`config.mk`:
```
export PLATFORM = sky130hd
export DESIGN_NAME = alu_mdu
export DESIGN_NICKNAME = d
export VERILOG_FILES = /design/src/rtl/alu_mdu.sv
export SDC_FILE = /design/constraint.sdc
export NUM_CORES = 1
export LEC_CHECK = 0
export CELL_PAD_IN_SITES_DETAIL_PLACEMENT = 0
export CELL_PAD_IN_SITES_GLOBAL_PLACEMENT = 1
export CORE_UTILIZATION = 47
export CTS_BUF_LIST = sky130_fd_sc_hd__clkbuf_16
export DETAILED_ROUTE_END_ITERATION = 7
export PLACE_DENSITY_LB_ADDON = 0.08
export SLEW_MARGIN = 20
export SYNTH_ARGS = -nofsm -noshare
export SYNTH_HDL_FRONTEND = slang
export SYNTH_SLANG_ARGS = --single-unit
```
`constraint.sdc`:
```
create_clock -name clk -period 6.3 [get_ports clk]
set_input_delay 1.26 -clock clk [delete_from_list [all_inputs] [get_ports clk]]
set_output_delay 1.26 -clock clk [all_outputs]
set_load 0.005 [all_outputs]
```
`src/rtl/alu_mdu.sv`:
```
// alu_mdu: single-cycle ALU plus an iterative multiply/divide unit.
// Single-cycle ops complete one cycle after acceptance, back-to-back.
// MUL/MULHU/DIVU/REMU run DATAWIDTH shift-add / restoring-divide steps
// and deliver their result DATAWIDTH cycles after acceptance.
module alu_mdu #(
  parameter int unsigned DATAWIDTH = 32
) (
  input  logic                 clk,
  input  logic                 rst,
  input  logic                 valid_i,
  input  logic [DATAWIDTH-1:0] SrcA_i,
  input  logic [DATAWIDTH-1:0] SrcB_i,
  input  logic [4:0]           ALUctrl_i,
  output logic                 ready_o,
  output logic                 valid_o,
  output logic [DATAWIDTH-1:0] ALUResult_o,
  output logic                 Zero_o
);

  localparam int unsigned SHW = $clog2(DATAWIDTH);
  localparam logic [SHW-1:0] LAST_STEP = SHW'(DATAWIDTH - 1);

  localparam logic [4:0] OP_ADD  = 5'b00000;
  localparam logic [4:0] OP_SUB  = 5'b00001;
  localparam logic [4:0] OP_AND  = 5'b00010;
  localparam logic [4:0] OP_OR   = 5'b00011;
  localparam logic [4:0] OP_XOR  = 5'b00100;
  localparam logic [4:0] OP_SLT  = 5'b00101;
  localparam logic [4:0] OP_SLTU = 5'b00110;
  localparam logic [4:0] OP_SLL  = 5'b00111;
  localparam logic [4:0] OP_SRL  = 5'b01000;
  localparam logic [4:0] OP_SRA  = 5'b01001;

  typedef enum logic {S_IDLE, S_BUSY} state_e;

  // Bit 1 selects divide, bit 0 selects the "other half" (MULHU / REMU).
  typedef enum logic [1:0] {
    MD_MUL   = 2'b00,
    MD_MULHU = 2'b01,
    MD_DIVU  = 2'b10,
    MD_REMU  = 2'b11
  } md_op_e;

  state_e               state_q, state_d;
  logic [SHW-1:0]       cnt_q, cnt_d;
  md_op_e               op_q, op_d;
  logic [DATAWIDTH-1:0] acc_q, acc_d;    // mul: high product half; div: remainder
  logic [DATAWIDTH-1:0] sh_q, sh_d;      // mul: multiplier/low half; div: dividend/quotient
  logic [DATAWIDTH-1:0] opnd_q, opnd_d;  // mul: multiplicand; div: divisor
  logic                 valid_q, valid_d;
  logic [DATAWIDTH-1:0] result_q, result_d;
  logic                 zero_q, zero_d;

  logic                 accept;
  logic                 is_multi;
  logic [SHW-1:0]       shamt;
  logic [DATAWIDTH-1:0] alu_res;
  logic [DATAWIDTH:0]   mul_sum, div_tmp, div_diff;
  logic                 div_ge;
  logic [DATAWIDTH-1:0] step_acc, step_sh;

  // ready_o drops during reset so a request on a reset edge is never taken.
  assign ready_o     = (state_q == S_IDLE) && !rst;
  assign accept      = valid_i && ready_o;
  assign is_multi    = (ALUctrl_i ==? 5'b10?0?);
  assign shamt       = SrcB_i[SHW-1:0];
  assign valid_o     = valid_q;
  assign ALUResult_o = result_q;
  assign Zero_o      = zero_q;

  // Single-cycle ALU result; undefined codes yield zero.
  always_comb begin
    // NOTE: a default assignment first keeps every path assigned, so no latch is inferred.
    alu_res = '0;
    case (ALUctrl_i)
      OP_ADD:  alu_res = SrcA_i + SrcB_i;
      OP_SUB:  alu_res = SrcA_i - SrcB_i;
      OP_AND:  alu_res = SrcA_i & SrcB_i;
      OP_OR:   alu_res = SrcA_i | SrcB_i;
      OP_XOR:  alu_res = SrcA_i ^ SrcB_i;
      OP_SLT:  alu_res = {{(DATAWIDTH-1){1'b0}}, ($signed(SrcA_i) < $signed(SrcB_i))};
      OP_SLTU: alu_res = {{(DATAWIDTH-1){1'b0}}, (SrcA_i < SrcB_i)};
      OP_SLL:  alu_res = SrcA_i << shamt;
      OP_SRL:  alu_res = SrcA_i >> shamt;
      OP_SRA:  alu_res = DATAWIDTH'($signed(SrcA_i) >>> shamt);
      default: alu_res = '0;
    endcase
  end

  // One shift-add or restoring-divide step on the iteration registers.
  always_comb begin
    mul_sum  = {1'b0, acc_q} + (sh_q[0] ? {1'b0, opnd_q} : '0);
    div_tmp  = {acc_q, sh_q[DATAWIDTH-1]};
    div_diff = div_tmp - {1'b0, opnd_q};
    div_ge   = (div_tmp >= {1'b0, opnd_q});
    if (op_q[1]) begin
      // Divide by zero falls out naturally: every step subtracts, quotient is all ones
      // and the remainder shifts in the whole dividend.
      step_acc = div_ge ? div_diff[DATAWIDTH-1:0] : div_tmp[DATAWIDTH-1:0];
      step_sh  = {sh_q[DATAWIDTH-2:0], div_ge};
    end else begin
      step_acc = mul_sum[DATAWIDTH:1];
      step_sh  = {mul_sum[0], sh_q[DATAWIDTH-1:1]};
    end
  end

  // Next-state logic: accept in IDLE, iterate in BUSY, publish on completion.
  always_comb begin
    state_d  = state_q;
    cnt_d    = cnt_q;
    op_d     = op_q;
    acc_d    = acc_q;
    sh_d     = sh_q;
    opnd_d   = opnd_q;
    valid_d  = 1'b0;
    result_d = result_q;
    zero_d   = zero_q;
    case (state_q)
      S_IDLE: begin
        if (accept) begin
          if (is_multi) begin
            state_d = S_BUSY;
            cnt_d   = '0;
            op_d    = md_op_e'({ALUctrl_i[2], ALUctrl_i[0]});
            acc_d   = '0;
            sh_d    = ALUctrl_i[2] ? SrcA_i : SrcB_i;
            opnd_d  = ALUctrl_i[2] ? SrcB_i : SrcA_i;
          end else begin
            valid_d  = 1'b1;
            result_d = alu_res;
            zero_d   = (alu_res == '0);
          end
        end
      end
      S_BUSY: begin
        acc_d = step_acc;
        sh_d  = step_sh;
        if (cnt_q == LAST_STEP) begin
          state_d  = S_IDLE;
          cnt_d    = '0;
          valid_d  = 1'b1;
          result_d = op_q[0] ? step_acc : step_sh;
          zero_d   = ((op_q[0] ? step_acc : step_sh) == '0);
        end else begin
          cnt_d = cnt_q + 1'b1;
        end
      end
      default: state_d = S_IDLE;
    endcase
  end

  // State register with synchronous reset; a reset mid-operation aborts it.
  always_ff @(posedge clk) begin
    // NOTE: sequential state uses non-blocking assignments so all registers update together.
    if (rst) begin
      state_q  <= S_IDLE;
      cnt_q    <= '0;
      op_q     <= MD_MUL;
      acc_q    <= '0;
      sh_q     <= '0;
      opnd_q   <= '0;
      valid_q  <= 1'b0;
      result_q <= '0;
      zero_q   <= 1'b1;
    end else begin
      state_q  <= state_d;
      cnt_q    <= cnt_d;
      op_q     <= op_d;
      acc_q    <= acc_d;
      sh_q     <= sh_d;
      opnd_q   <= opnd_d;
      valid_q  <= valid_d;
      result_q <= result_d;
      zero_q   <= zero_d;
    end
  end

endmodule

```
# After elaboration in Yosys (flattened, before gate mapping)
# Index checks and enable logic that the tools add are counted.
[word_totals] regBits=138 input_bits=72 output_inout_bits=35 word_cells=82
[classes] add_sub_neg=5 magnitude_cmp=3 eq_ne=15 shift=3 mux=34 bitwise=4 n_reduce_logical=9
[op_table] cell="2-to-1 mux 32 bit" n=14
[op_table] cell="case mux 32 bit (10 select lines)" n=1
[op_table] cell="case mux 32 bit (2 select lines)" n=3
[op_table] cell="zero test 32 bit" n=2
[op_table] cell="less-than comparator 32 bit" n=2
[op_table] cell="subtractor 32 bit" n=2
[op_table] cell="adder 32 x 32 -> 33 bit" n=1
[op_table] cell="greater-or-equal comparator 33 x 32 -> 1 bit" n=1
[op_table] cell="adder 32 bit" n=1
[op_table] cell="bitwise AND 32 bit" n=1
[op_table] cell="OR 32 bit" n=1
[op_table] cell="<< shifter 32 x 5 -> 32 bit" n=1
[op_table] cell=">> shifter 32 x 5 -> 32 bit" n=1
[op_table] cell=">>> shifter 32 x 5 -> 32 bit" n=1
[op_table] cell="bitwise XOR 32 bit" n=1
[op_table] cell="== test 5 x 3 -> 1 bit (second input constant)" n=4
[op_table] cell="2-to-1 mux 5 bit" n=3
[op_table] cell="== test 5 x 2 -> 1 bit (second input constant)" n=2
[op_table] cell="== test 5 x 4 -> 1 bit (second input constant)" n=2
[op_table] cell="case mux 5 bit (2 select lines)" n=1
[op_table] cell="2-to-1 mux 1 bit" n=9
[op_table] cell="inequality test 2 bit (second input constant)" n=3
[op_table] cell="case mux 1 bit (2 select lines)" n=3
[op_table] cell="AND reduction 3 bit" n=2
[op_table] cell="10 further kinds" n=11

# Logic depth before layout (Yosys ltp)
[logic_depth] ltp_word=7 depth_mapped=18 depth_no_buf=16

# Worst setup path before layout
# No wires, ideal clock.
[synth_path] path_kind="input port to flip-flop" from="in SrcB_i[3]" to="reg zero_q, in the netlist Zero_o" setup_ns=0.059 arrival_time_ns=5.150 required_time_ns=6.241 setup_slack_ns=1.091 path_stages=18 path_buffers=4 cell_sequence="inv_1 > clkbuf_1 > buf_1 > clkbuf_1 > ha_1 > clkbuf_1 > inv_1 > o311a_1 > a31o_1 > o311a_1 > a211o_1 > a2111oi_0 > nand2_1 > or4_1 > nor4_1 > nand4_1 > o21ai_1 > a41o_1"
[synth_via] elab_chain_len=6 word_cells_on_any_way=15 cone_classes="add/sub: 2; order compare: 2; shift: 3; mux: 4; bitwise: 3; reduce/logical: 1"
[synth_rtl] element="from (decl)" line="12" text="input logic [DATAWIDTH-1:0] SrcB_i,"
[synth_rtl] element="subtractor 32 bit (tied with other cells)" line="77" text="OP_SUB: alu_res = SrcA_i - SrcB_i;"
[synth_rtl] element="case mux 32 bit (10 select lines) (*)" line="75" text="case (ALUctrl_i)"
[synth_rtl] element="zero test 32 bit (*)" line="131" text="zero_d = (alu_res == '0);"
[synth_rtl] element="2-to-1 mux 1 bit (*)" line="121" text="if (is_multi) begin"
[synth_rtl] element="2-to-1 mux 1 bit (*)" line="120" text="if (accept) begin"
[synth_rtl] element="case mux 1 bit (2 select lines) (*)" line="118" text="case (state_q)"
[synth_rtl] element="to (signal assigned)" line="174" text="zero_q <= zero_d;"
[synth_rtl] element="to (decl)" line="52" text="logic zero_q, zero_d;"
# Mark *: on every way between the ends. The rest lies on a longest branch, timed or not. The select of a mux whose other input is x is not followed.
# A chain may end at the register's enable or synchronous reset.

# Final worst setup path
[layout_path] from="in SrcA_i[0]" to="reg zero_q, in the netlist Zero_o"
[layout_via] elab_chain_len=6 word_cells_on_any_way=15 cone_classes="add/sub: 2; order compare: 2; shift: 3; mux: 4; bitwise: 3; reduce/logical: 1"
[layout_rtl] element="from (decl)" line="11" text="input logic [DATAWIDTH-1:0] SrcA_i,"
[layout_rtl] element="subtractor 32 bit (tied with other cells)" line="77"
[layout_rtl] element="case mux 32 bit (10 select lines) (*)" line="75"
[layout_rtl] element="zero test 32 bit (*)" line="131"
[layout_rtl] element="2-to-1 mux 1 bit (*)" line="121"
[layout_rtl] element="2-to-1 mux 1 bit (*)" line="120"
[layout_rtl] element="case mux 1 bit (2 select lines) (*)" line="118"
# Marks and branches as above.

==> results.json <==
{
  "outcome": "finished, violations left",
  "violations": "DRC",
  "r2r-end": "Zero_o$_SDFFE_PP1P_",
  "root_buffer": "clkbuf_16",
  "via_count": 24646,
  "drive_gt1_frac": 0.1086,
  "grt-ovfl-total": 0,
  "die_h_um": 213.3,
  "pre_cts_ws_ns": 0.4823,
  "grt_use_met1": 0.5733,
  "post_cts_buffers": 0,
  "area_growth_pct": 11.40,
  "arrival_ns": 5.98,
  "whs_endpoint": "ALUResult_o[0]$_SDFFE_PP0P_",
  "io_buffers": 106,
  "drt_iter0_drc": 3439,
  "rows": 77,
  "placedCellCount": 3476,
  "grt_pass1_wl_um": 152800,
  "ant_nets": 0,
  "yosys-top-cells-count": "nor2_1 (374), a21oi_1 (220), nand2_1 (220)",
  "setup_slack_ns": 0.7036,
  "timing.rr.start": "opnd_q[25]$_SDFFE_PP0P_",
  "slew_headroom": 0.1091,
  "fin_skew_ns": 0.01098,
  "die-area_sq_um": 45480,
  "track_usage": 0.4568,
  "critPathMaxFanout": 9,
  "grt_max_degree": 74,
  "synth_area_leaders": "dfxtp_1 (13%), ha_1 (9.9%), mux2i_1 (7.3%), nor2_1 (6.7%), a21oi_1 (5.2%)",
  "hold_viol": 0,
  "fmax_mhz": 178.7,
  "startpoint_type": "primary input",
  "worst_slew_pin_slew_ns": 1.322,
  "synth_edf_count": 0,
  "synth_cell_type_count": 107,
  "synth_nets": 3134,
  "final_util": 0.5296,
  "grt_antenna_before_repair": 4,
  "fp.coreArea_sq_um": 44120,
  "cts_made_buffers": 17,
  "path_cells": "clkdlybuf4s50_1 > ha_1 > fa_1 > a211oi_1 > o21bai_1 > a21oi_1 > o21ai_0 > o21ai_0 > nand4_1 > or4_1 > nor4_1 > nand4_1 > o21ai_1 > a41o_1",
  "grt_use_met3": 0.1140,
  "fillers": 4366,
  "io_pins": 107,
  "p_leak_nw": 9.769,
  "gp_congestion": 1.094,
  "drc": 2,
  "chipWidth_um": 213.3,
  "wl_um": 105000,
  "rr_worst_depth": 14,
  "cp_top_family": "compound AO/OA/AOI/OAI gates",
  "avgSynthCellArea_sq_um": 7.253,
  "ctsHoldBuffers": 0,
  "synthArstFlopShare": 0,
  "finalSetupViolations": 0,
  "pwr_density_cell_nw_per_um2": 148.9,
  "yosysWarnings": 0,
  "grt_pass1_vias": 23229,
  "start_util": 0.4754,
  "syn_area_sq_um": 20980,
  "synth_top_area_cell": "dfxtp_1",
  "vias_per_cell": 7.018,
  "rsz0062_at_grt": "false",
  "ys_ff_latch": 138,
  "slew_violations": 0,
  "finalCriticalPeriod_ns": 5.596,
  "critPathKind": "primary input to flop",
  "netlist.area_leader.share": 0.1317,
  "critPathBufInv": 1,
  "max_stage_delay_ns": 0.79,
  "fin_crit_sh": 0.8883,
  "wl_per_cell_um": 29.89,
  "clk_pin_slew_ns": 0.06,
  "synth_most_common_cell": "nor2_1",
  "drv_cap": 0,
  "grt_use_met2": 0.7027,
  "hold_depth": 2,
  "netlist_instances": 2892,
  "holdCritStartpoint": "ALUResult_o[0]$_SDFFE_PP0P_",
  "insertion_delay_ns": 0.45,
  "hpwl_um": 80470,
  "required_ns": 6.69,
  "synth-main-ff-cell": "dfxtp_1",
  "grt_most_used_layer": "met2",
  "stdcell_count": 3512,
  "firstDrtPassIters": 8,
  "final_nets": 3148,
  "cts_resized": 0,
  "cts_max_path_buffers": 2,
  "cts_max_level": 4,
  "hold_path.class": "flop to flop",
  "cts_tree": "built",
  "tns_ns": 0,
  "synth-seq-area-share": 0.1317,
  "ff2ff_setup_slack_ns": 1.12,
  "cts_num_sinks": 138,
  "vdd_drop_max_v": 0.0001891,
  "crit_path_top_delay_cell": "or4_1",
  "cp-end-kind": "flop"
}
==> final cells by class <==
| type | instances | area (sq um) | share of cell area |
|---|---|---|---|
| Multi-Input combinational cell | 2375 | 16790 | 0.7185 |
| Sequential cell | 138 | 2769 | 0.1185 |
| Timing Repair Buffer | 219 | 1937 | 0.08288 |
| Tap cell | 592 | 740.7 | 0.03170 |
| Inverter | 155 | 581.8 | 0.02490 |
| Clock buffer | 18 | 450.4 | 0.01928 |
| Clock inverter | 14 | 97.59 | 0.004176 |
| Antenna cell | 1 | 2.502 | 0.0001071 |
==> through the flow <==
step	hold slack [ns]	power (W)	cell area, sq um
detailed placement	0.4862	0.002454	22770
CTS	0.4980	0.003398	23320
global route	0.5192	0.003587	23370
floorplan	0.4482	0.001869	20980
finish	0.5000	0.003481	23370
global placement	0.4716	0.002451	22760
==> per-layer routing <==
| metal | share of wire | routed length, um |
|---|---|---|
| met1 | 0.39 | 40770 |
| met2 | 0.43 | 44970 |
| met3 | 0.11 | 11550 |
| met4 | 0.073 | 7639 |
| met5 | 0.00031 | 33 |
==> how the worst max path moves through the flow <==
stage / from / endpoint / cells after the start
after floorplan: SrcB_i[3] / Zero_o$_SDFFE_PP1P_ / 18
after global placement: ALUctrl_i[1] / Zero_o$_SDFFE_PP1P_ / 13
after detailed placement: SrcA_i[2] / Zero_o$_SDFFE_PP1P_ / 16
after CTS: sh_q[0]$_SDFFE_PP0P_ / Zero_o$_SDFFE_PP1P_ / 16
after global routing: SrcA_i[2] / Zero_o$_SDFFE_PP1P_ / 16
final: SrcA_i[0] / Zero_o$_SDFFE_PP1P_ / 14
==> layout by cell type, fill, tap and decap left out, types with 12 or more instances in the layout <==
master and n:
nand2_1 220, a211oi_1 86, buf_4 112, a211o_1 14, nand4_1 33, nand3_1 67, nand2b_1 38, mux2i_1 152
xor2_1 21, o221ai_1 18, a311oi_1 13, mux4_2 43, and2_1 43, o21ai_0 132, nor2_1 372, or3_1 12
mux2_2 60, inv_1 152, nor3_1 74, dfxtp_1 135, ha_1 166, o22ai_1 20, a31oi_1 43, o21a_1 15
o2111ai_1 13, xnor2_1 39, and3_1 32, nor2b_1 17, a22oi_1 20, o31ai_1 16, nor4_1 18, a221oi_1 60
a21o_1 30, a21oi_1 220, clkdlybuf4s50_1 100, o211ai_1 44, clkbuf_16 18, o21bai_1 18, a221o_1 16
==> kinds of logic after synthesis <==
family	count (synthesis)	synth area share
fa+ha+maj	170	0.1028
compound gates	903	0.2959
simple gates	986	0.2210
mux	256	0.1522
flops	138	0.1317
buf+inv	379	0.07134
xor+xnor	60	0.02505
==> flip-flops by register name, summed over array words and instances, names as in the netlist, 2 cells and up <==
register     count
opnd_q          32
ALUResult_o     32
acc_q           32
op_q             2
cnt_q            5
sh_q            32
==> worst reg2reg max path: cells and delay by family, from the launching register on <==
| kind | cells | cell delay [ns] |
|---|---|---|
| compound gates | 5 | 1.55 |
| simple gates | 7 | 2.65 |
| buf+inv | 1 | 0.07 |
| fa+ha+maj | 1 | 0.49 |
| flops | 1 | 0.37 |
==> power breakdown <==
group / internal (W) / switching [W]
logic: 0.000554 / 0.00106
registers: 0.000896 / 0.0000252
clock network: 0.000525 / 0.000424
Power figures use the tool's default switching activity.
